===== src/rtl/jam_pkg.sv =====
// Shared types and sizes for the JAM cost-matrix responder.
// Table index is the 6-bit {W,J} concatenation.
package jam_pkg;
  localparam int N      = 8;
  localparam int COST_W = 8;
  localparam int RES_W  = 11;
  localparam int IDX_W  = 6;

  typedef enum logic [1:0] {
    LOAD,
    SERVE,
    DONE
  } state_t;
endpackage


===== src/rtl/cost_table.sv =====
// 64-entry cost register file.
// Synchronous write, registered read with a zero-force input.
module cost_table
  import jam_pkg::*;
(
  input  logic              CLK,
  input  logic              RST,
  input  logic              we,
  input  logic [IDX_W-1:0]  waddr,
  input  logic [COST_W-1:0] wdata,
  input  logic [IDX_W-1:0]  raddr,
  input  logic              zero,
  output logic [COST_W-1:0] rdata
);

  logic [COST_W-1:0] mem [2**IDX_W];

  always_ff @(posedge CLK) begin
    if (!RST) begin
      for (int i = 0; i < 2**IDX_W; i++) begin
        mem[i] <= '0;
      end
    end else if (we) begin
      mem[waddr] <= wdata;
    end
  end

  always_ff @(posedge CLK) begin
    if (!RST || zero) begin
      rdata <= '0;
    end else begin
      rdata <= mem[raddr];
    end
  end

endmodule


===== src/rtl/jam_cost_server.sv =====
// Cost-matrix responder for JAM: byte-serial load, indexed reads,
// result capture and a saturating read counter.
module jam_cost_server
  import jam_pkg::*;
(
  input  logic              CLK,
  input  logic              RST,
  input  logic              load_valid,
  input  logic [COST_W-1:0] load_data,
  output logic              load_ready,
  input  logic              reload,
  input  logic [2:0]        W,
  input  logic [2:0]        J,
  output logic [COST_W-1:0] Cost,
  input  logic              jam_valid,
  input  logic [3:0]        MatchCount,
  input  logic [RES_W-1:0]  MinCost,
  output logic              table_ready,
  output logic              done,
  output logic [3:0]        result_count,
  output logic [RES_W-1:0]  result_cost,
  output logic [15:0]       access_count
);

  state_t state, state_nx;
  logic [IDX_W-1:0] idx;
  logic write_en;
  logic capture;
  logic serve;

  assign serve    = (state == SERVE);
  assign write_en = (state == LOAD) && load_valid && !reload;
  assign capture  = serve && jam_valid && !reload;

  always_comb begin
    state_nx = state;
    unique case (state)
      LOAD:    if (write_en && idx == 6'd63) state_nx = SERVE;
      SERVE:   if (jam_valid) state_nx = DONE;
      DONE:    state_nx = DONE;
      default: state_nx = LOAD;
    endcase
    // reload outranks every other event
    if (reload) state_nx = LOAD;
  end

  always_ff @(posedge CLK) begin
    if (!RST) begin
      state        <= LOAD;
      idx          <= '0;
      result_count <= '0;
      result_cost  <= '0;
      access_count <= '0;
    end else begin
      state <= state_nx;
      if (reload) begin
        idx          <= '0;
        result_count <= '0;
        result_cost  <= '0;
        access_count <= '0;
      end else begin
        if (write_en) idx <= idx + 6'd1;
        if (capture) begin
          result_count <= MatchCount;
          result_cost  <= MinCost;
        end
        if (serve && access_count != 16'hFFFF)
          access_count <= access_count + 16'd1;
      end
    end
  end

  cost_table u_table (
    .CLK   (CLK),
    .RST   (RST),
    .we    (write_en),
    .waddr (idx),
    .wdata (load_data),
    .raddr ({W, J}),
    .zero  (!serve || reload),
    .rdata (Cost)
  );

  assign load_ready  = (state == LOAD);
  assign table_ready = serve;
  assign done        = (state == DONE);

endmodule


===== config.mk =====
export PLATFORM = sky130hd
export DESIGN_NAME = jam_cost_server
export DESIGN_NICKNAME = d
export VERILOG_FILES = /design/src/rtl/jam_pkg.sv /design/src/rtl/cost_table.sv /design/src/rtl/jam_cost_server.sv
export SDC_FILE = /design/constraint.sdc
export NUM_CORES = 1
export LEC_CHECK = 0
export BUFFER_PORTS_ARGS = -buffer_cell sky130_fd_sc_hd__clkbuf_2
export CAP_MARGIN = 25
export CORE_MARGIN = 2
export CORE_UTILIZATION = 25
export DETAILED_ROUTE_END_ITERATION = 12
export SYNTH_ARGS = -nofsm -noshare
export SYNTH_HDL_FRONTEND = slang
export SYNTH_SLANG_ARGS = --single-unit

===== constraint.sdc =====
create_clock -name CLK -period 9.3 [get_ports CLK]
set_clock_uncertainty 0.15 [all_clocks]
set_input_delay 2.79 -clock CLK [delete_from_list [all_inputs] [get_ports CLK]]
set_output_delay 2.79 -clock CLK [all_outputs]
set_load 0.03 [all_outputs]

==> results of run 1 <==
## per-stage QoR
stage	area, um2	std cells	hold WS, ns	util
after floorplan	25800	1790	0.409	-
after global placement	27400	3120	0.298	0.269
after detailed placement	27500	3126	0.303	0.269
after CTS	29400	3234	0.314	0.289
after global routing	29600	3259	0.341	0.290
final	29600	3259	0.311	0.290
## worst register-to-register path, cell delays in order (launching register included)
cell and delay [ns]:
dfxtp_1 0.32, inv_1 0.09, ha_1 0.27, nand2_1 0.27
nor2_1 0.22, nand4_1 0.80, o21ai_0 1.21
## final cells by class
type,count,area share
sequential,559,0.552
multi-input combinational,1087,0.296
tap,1368,0.0579
clock buffer,74,0.0535
timing repair buffer,133,0.0270
clock inverter,34,0.0133
inverter,4,0.000508
## path summary, 6_finish.rpt
path | startpoint | endpoint | slack [ns] | cells after the start
max | RST | u_table.mem[45][5]$_SDFFCE_PN0P_ | 3.59 | 4
min | result_count[3]$_SDFFE_PP0P_ | result_count[3]$_SDFFE_PP0P_ | 0.31 | 2
max reg2reg | state[0]$_SDFFE_PP0P_ | u_table.mem[45][5]$_SDFFCE_PN0P_ | 5.60 | 6
min reg2reg | result_count[3]$_SDFFE_PP0P_ | result_count[3]$_SDFFE_PP0P_ | 0.31 | 2
## logic make-up after synthesis
family | after synthesis | synth area share
and+or+nand+nor | 739 | 0.168
muxes | 166 | 0.125
AOI/OAI and AO/OA | 160 | 0.0384
adders and majority gates | 5 | 0.00243
DFF | 559 | 0.633
buffers and inverters | 144 | 0.0265
xor gates and xnor gates | 17 | 0.00578
## report_power, final
part | switching, mW | internal (mW) | total (mW) | leakage, nW
sequential | 0.0422 | 2.84 | 2.88 | 5.38
combinational | 0.217 | 0.125 | 0.342 | 3.78
clock | 0.994 | 1.40 | 2.39 | 0.955
## routing by layer
| metal | vias to the layer above | share of wire | global-route usage |
|---|---|---|---|
| met2 | 654 | 0.46 | 0.200 |
| met5 | - | 0 | 0 |
| li1 | 6692 | - | - |
| met1 | 7790 | 0.42 | 0.174 |
| met3 | 130 | 0.085 | 0.0265 |
| met4 | 0 | 0.034 | 0.0444 |
## flip-flops by register name (all words and copies together) (netlist names)
| signal | flops |
|---|---|
| u_table.mem | 512 |
| access_count | 16 |
| result_cost | 11 |
| u_table.rdata | 8 |
| idx | 6 |
| result_count | 4 |
| state | 2 |
## cell usage in the layout (no fill, tap or decap), types with 10 or more instances in the layout
cell	n
and2_1	515
edfxtp_1	512
mux4_2	125
nor2_1	81
clkbuf_2	77
o21ai_0	76
clkbuf_16	59
nand2_1	49
dfxtp_1	47
mux2i_1	37
buf_4	30
a21oi_1	23
nand3_1	21
buf_2	19
nand4_1	13
nand2b_1	10
nor2b_1	10
xor2_1	10
o22ai_1	10
clkbuf_1	10
clkinv_2	10
==> reports/results.ini, run 1 <==
[yosys]
synth_enable_flop_cells=512
synth_top_cell_by_area=edfxtp_1
synth_seq_area_share=0.633
netlist_area_um2=25800
yosys-top-cells-area=edfxtp_1 60%, and2_1 13%, mux4_2 11%, dfxtp_1 3.7%, o21ai_0 1.5%
yosysMostFrequentCell=and2_1
yosys.cell_types.count=53
synth-async-reset-ratio=0
yosys-top-cells-count=515 x and2_1, 512 x edfxtp_1, 125 x mux4_2, 91 x clkbuf_1, 81 x nor2_1
syn_area_per_cell_um2=14.4
synth_flop_cell=edfxtp_1
yosys.area.top_type_share=0.597
syn_inst=1790
ys_ff_latch=559
yosysWarnings=0
synthesis.nets=1829

[clocking]
cts_setup_buffers=0
clock_latency_ns=0.62
clkSinkCount=559
hold_buffers=0
cts_inserted_buffers=57
clk_pin_slew_worst_paths_ns=0.06
cts_tree=built
cts_root_buffer=clkbuf_16
clock_path_buffers=3
post_cts_resized=0
htreeDepth=2

[floorplanning]
io-pin-count=76
fp-row-count=117
start_util=0.252
core_um2=102000
die_h_um=325
fp.dieW_um=325
dieArea_um2=106000

[worst_setup_path]
arrival_ns=5.82
critPathCaptureType=register
critPathMaxStageDelay_ns=1.19
crit_path_cell_trace=clkbuf_2 -> nor2b_1 -> nand4_1 -> o21ai_0
crit_buf_inv=1
crit_slowest_cell=o21ai_0
crit_path_start_kind=input port
cp_top_family=simple AND/OR/NAND/NOR gates
crit_type=in2reg
path_max_fanout=16
crit_required_ns=9.41

[finish]
fill_cells=10100
synthToLayoutAreaGrowth_pct=14.8
layout-drive-gt1-share=0.196
regArea_um2=16300
multiInputGateArea_um2=8760
diodes=0
nets=1881

[timing]
fin_ws_ns=3.59
hold_viol_final=0
timing.fmax_mhz=175
final.min_clock_period_ns=5.71
fin_crit_sh=0.614
final-setup-viol-count=0
slew_viol_final=0
rsz0062_at_grt=false
worst_pin_slew_ns=1.11
timing.setup.tns_ns=0
slew_headroom=0.253

[drt]
drc=0
dr.pass1.iters=7
drt-initial-drc-count=1641
ant_nets=0
routedWlPerCell_um=21.2
viasPerCell=4.68
vias=15300
drt-total-wl_mm=69.0

[power_and_ir_drop]
p_total_mw=5.62
power_density_nw_per_um2=190
irDropWorstVdd_uv=140
p_leak_nw=10.1

[global_route]
grt_start_max_net_pins=79
antenna_found_initial=1
grt_overflow=0
grt_pass1_vias=15100
grt_usage=0.127
grt_pass1_wl_mm=100

[placement]
pre_cts_slack_ns=2.96
io_buffers=75
finalWeightedCongestion=0.832
hpwl_mm=43.7

[hold_path]
hold_class=reg2reg

[flow_run]
maxCapViolations=0

[outcome]
status=finished, final reports clean

No activity file was read; power rests on OpenSTA's default activity.
==> run 2: changes to the inputs <==
Clock period 9.3 ns to 5.5 ns, I/O delays scaled along.
==> run 2 against run 1 <==
Wire length grew 0.67%. Largest cell class unchanged. Die area unchanged. Cell count rose by 1.4%. Non-clock buffer count grew 43. Utilization increased by 0.38 points. Highest routed layer is now met5. Sequential share of layout area decreased by 0.72 points. Sequential power is 69% higher. Critical path depth is 1 higher. Register-to-register slack worse by 3.3 ns. Global-route usage increased by 0.22 points. Combinational power is 82% higher. Clock-buffer cell count is 4 higher.
==> reports/results.ini, run 2 (synthesis gave the netlist of run 1 again) <==
[worst_setup_path]
crit_path_start_kind=input port
crit_slowest_cell=nand4_1
critPathCaptureType=register
crit_path_cell_trace=clkbuf_2 -> nor2b_1 -> nand4_1 -> o21ai_0 -> buf_4
arrival_ns=4.47
path_max_fanout=19
crit_type=in2reg
critical_path.startpoint=RST
crit_required_ns=5.69
critPathMaxStageDelay_ns=0.92
reg2reg_from=state[1]$_SDFFE_PP0P_

[floorplanning]
start_util=0.252
core_um2=102000
die_h_um=325
io-pin-count=76
dieArea_um2=106000
fp.dieW_um=325
fp-row-count=117

[clocking]
cts_root_buffer=clkbuf_16
clock_latency_ns=0.64
clock_path_buffers=3
cts_tree=built
clkSinkCount=559
hold_buffers=0
cts_setup_buffers=0
cts_inserted_buffers=58
post_cts_resized=0
clk_pin_slew_worst_paths_ns=0.06
htreeDepth=2

[drt]
drt-initial-drc-count=1718
vias=15300
dr.pass1.iters=7
drc=0
routedWlPerCell_um=21.0
viasPerCell=4.64
ant_nets=0
drt-total-wl_mm=69.4

[finish]
postLayoutCoreUtil=0.294
layout_commonest_cell=and2_1
reg.largest.list=u_table.mem x512, access_count x16, result_cost x11
regMostFlops=u_table.mem
instances_no_fill=3304
multiInputGateArea_um2=8760
largest_register_ffs=512
fill_cells=10100
synthToLayoutAreaGrowth_pct=16.3
nets=1925
regArea_um2=16300
layout-drive-gt1-share=0.212
diodes=0
final_cell_mix=515 x and2_1, 512 x edfxtp_1, 125 x mux4_2

[timing]
final-setup-viol-count=0
fin_crit_sh=0.778
rsz0062_at_grt=false
timing.setup.tns_ns=0
timing.fmax_mhz=234
worst_pin_slew_ns=1.00
hold_viol_final=0
final.min_clock_period_ns=4.28
slew_headroom=0.332
slew_viol_final=0

[global_route]
grt_usage=0.129
antenna_found_initial=2
grt_pass1_vias=15300
grt_overflow=0
grt_start_max_net_pins=65
grt_pass1_wl_mm=103

[placement]
finalWeightedCongestion=0.857
dp_cells=3190
io_buffers=75
hpwl_mm=46.1

[power_and_ir_drop]
irDropWorstVdd_uv=234
p_leak_nw=10.3
power_density_nw_per_um2=316
p_total_mw=9.48

[outcome]
status=finished, final reports clean

[hold_path]
hp-start=result_cost[2]$_SDFFE_PP0P_
hold_class=reg2reg

[flow_run]
maxCapViolations=0

[run 2: final cells by class]
cell class | count | share of cell area
inverters | 4 | 0.000501
clock buffers | 78 | 0.0527
repair buffers | 176 | 0.0413
well taps | 1368 | 0.0571
clock inverters | 32 | 0.0117
multi-input cells | 1087 | 0.292
flip-flops and latches | 559 | 0.545
[run 2: power breakdown]
| part | leakage [nW] | switching (mW) | total (mW) | internal [mW] |
|---|---|---|---|---|
| Combinational | 4.03 | 0.383 | 0.624 | 0.241 |
| Sequential | 5.38 | 0.0618 | 4.86 | 4.80 |
| Clock | 0.935 | 1.69 | 4.00 | 2.30 |
| Total | 10.3 | 2.14 | 9.48 | 7.34 |
[run 2: stage by stage]
step                      hold WS [ns]  instance area (um2)  worst slack [ns]
after global routing             0.337                30000             0.886
after floorplan                  0.409                25800              1.55
final                            0.322                30000              1.22
after global placement           0.297                27900             0.640
after CTS                        0.324                29900              1.25
after detailed placement         0.316                28000             0.607
[run 2: metal layers]
metal  global-route usage  up-vias  share of wire
met5                    0        -        0.00033
met4               0.0413        4          0.028
met3               0.0237      104          0.076
met2                0.203      627           0.46
met1                0.181     7828           0.43
li1                     -     6778              -
[run 2: final timing paths]
kind                                      endpoint  slack, ns  depth (start not counted)
hold / removal         result_cost[2]$_SDFFE_PP0P_       0.32                          2
setup reg to reg  u_table.mem[46][0]$_SDFFCE_PN0P_       2.26                          7
hold reg to reg        result_cost[2]$_SDFFE_PP0P_       0.32                          2
setup / recovery  u_table.mem[46][0]$_SDFFCE_PN0P_       1.22                          5
[run 2: worst max-delay path: cells and delay by family]
family          cells  cell delay (ns)
buf+inv             2             0.60
compound gates      1             0.59
simple gates        2             1.59
==> run 3: changes to the inputs <==
Clock period 5.5 ns to 4.3 ns, I/O delays scaled along.
==> run 3 against run 2 <==
Non-clock buffer count increased by 12. Sequential power is 28% higher. Global-route usage is 0.12 points lower. Wire length down 0.30%. Register-to-register slack got worse by 1.1 ns. Sequential cell count unchanged. Utilization is 0.18 points higher. Cell count up 0.42%. Largest cell class unchanged.
==> reports/results.ini, run 3 (synthesis gave the netlist of run 1 again) <==
[finish]
regMostFlops=u_table.mem
layout_commonest_cell=and2_1
diodes=0
final_cell_mix=515 x and2_1, 512 x edfxtp_1, 125 x mux4_2
largest_register_ffs=512
nets=1939
layout-drive-gt1-share=0.217
reg.largest.list=u_table.mem x512, access_count x16, result_cost x11
synthToLayoutAreaGrowth_pct=17.1

[hold_path]
min_delay_worst_endpoint=result_count[3]$_SDFFE_PP0P_
hold_path_depth=2
hold_class=reg2reg
hp-start=result_count[3]$_SDFFE_PP0P_

[drt]
drc=0
dr.pass1.iters=5
vias=15400
viasPerCell=4.64
drt-initial-drc-count=1510
routedWlPerCell_um=20.9
ant_nets=0
drt-total-wl_mm=69.2

[clocking]
clkSinkCount=559
cts_root_buffer=clkbuf_16
cts_tree=built
cts_inserted_buffers=60
post_cts_resized=0
clock_path_buffers=3
cts_setup_buffers=0
clk_pin_slew_worst_paths_ns=0.06
hold_buffers=0
clock_latency_ns=0.62
htreeDepth=2

[global_route]
grt_pass1_wl_mm=102
antenna_found_initial=4
grt_pass1_vias=15700
grt_overflow=0
grt_start_max_net_pins=66
grt_usage=0.128

[outcome]
status=finished, final reports clean

[worst_setup_path]
crit_required_ns=4.43
crit_path_start_kind=input port
arrival_ns=3.41
critPathCaptureType=register
rrSetupSlack_ns=1.17
path_max_fanout=36
crit_type=in2reg
reg2reg_depth=8
critical_path.startpoint=reload
r2r_end=u_table.mem[19][0]$_SDFFCE_PN0P_
reg2reg_from=state[0]$_SDFFE_PP0P_

[timing]
fin_crit_sh=0.762
slew_headroom=0.329
hold_viol_final=0
worst_pin_slew_ns=1.01
final-setup-viol-count=0
rsz0062_at_grt=false
timing.setup.tns_ns=0
slew_viol_final=0
final.min_clock_period_ns=3.28
timing.fmax_mhz=305

[floorplanning]
dieArea_um2=106000
core_um2=102000
start_util=0.252
die_h_um=325
fp.dieW_um=325
io-pin-count=76
fp-row-count=117

[power_and_ir_drop]
p_leak_nw=10.5
irDropWorstVdd_uv=316
power_density_nw_per_um2=411
p_total_mw=12.4

[flow_run]
maxCapViolations=0

[placement]
finalWeightedCongestion=0.868
hpwl_mm=46.9
io_buffers=75

==> run 3: power by group <==
group	switching [mW]	total, mW	leakage, nW	internal, mW
logic	0.483	0.792	4.08	0.309
clock network	2.17	5.38	0.999	3.22
registers	0.0730	6.21	5.38	6.13
==> run 3: worst max path at each step <==
stage / end / slack [ns] / cells past startpoint
finish: u_table.mem[48][0]$_SDFFCE_PN0P_ / 1.02 / 8
global placement: u_table.mem[48][5]$_SDFFCE_PN0P_ / 0.46 / 8
CTS: u_table.mem[19][0]$_SDFFCE_PN0P_ / 1.09 / 7
detailed placement: u_table.mem[19][0]$_SDFFCE_PN0P_ / 0.42 / 7
global route: u_table.mem[19][1]$_SDFFCE_PN0P_ / 0.90 / 8
floorplan: u_table.mem[1][0]$_SDFFCE_PN0P_ / 0.71 / 7
==> run 3: per-stage QoR <==
step                std cells  cell area, um2  worst slack, ns  hold slack [ns]  utilization
floorplan                1790           25800            0.712            0.409            -
global route             3318           30100            0.896            0.333        0.295
global placement         3205           28100            0.458            0.295        0.275
detailed placement       3206           28100            0.420            0.300        0.275
finish                   3318           30100             1.02            0.308        0.295
CTS                      3318           30100             1.09            0.311        0.295
==> run 3: worst max-delay path, cell delays in order <==
cell and delay [ns]:
clkbuf_2 0.15, nand2b_1 0.22, buf_4 0.27, nor2_1 0.25, nand2_1 0.11, nor3_1 0.52
buf_4 0.26, nand2b_1 0.33
==> run 3: per-layer routing <==
| layer | share of wire | GRT usage | wire (um) |
|---|---|---|---|
| met1 | 0.42 | 0.169 | 28800 |
| met2 | 0.48 | 0.212 | 33100 |
| met3 | 0.078 | 0.0269 | 5380 |
| met4 | 0.026 | 0.0371 | 1820 |
| met5 | 0.00053 | 0 | 37 |
==> run 3: cell type report <==
type,instances,area (um2)
inverters,4,15.0
well taps,1368,1710
repair buffers,188,1310
flip-flops and latches,559,16300
fillers,10100,71900
clock buffers,71,1540
multi-input cells,1087,8760
clock inverters,41,497
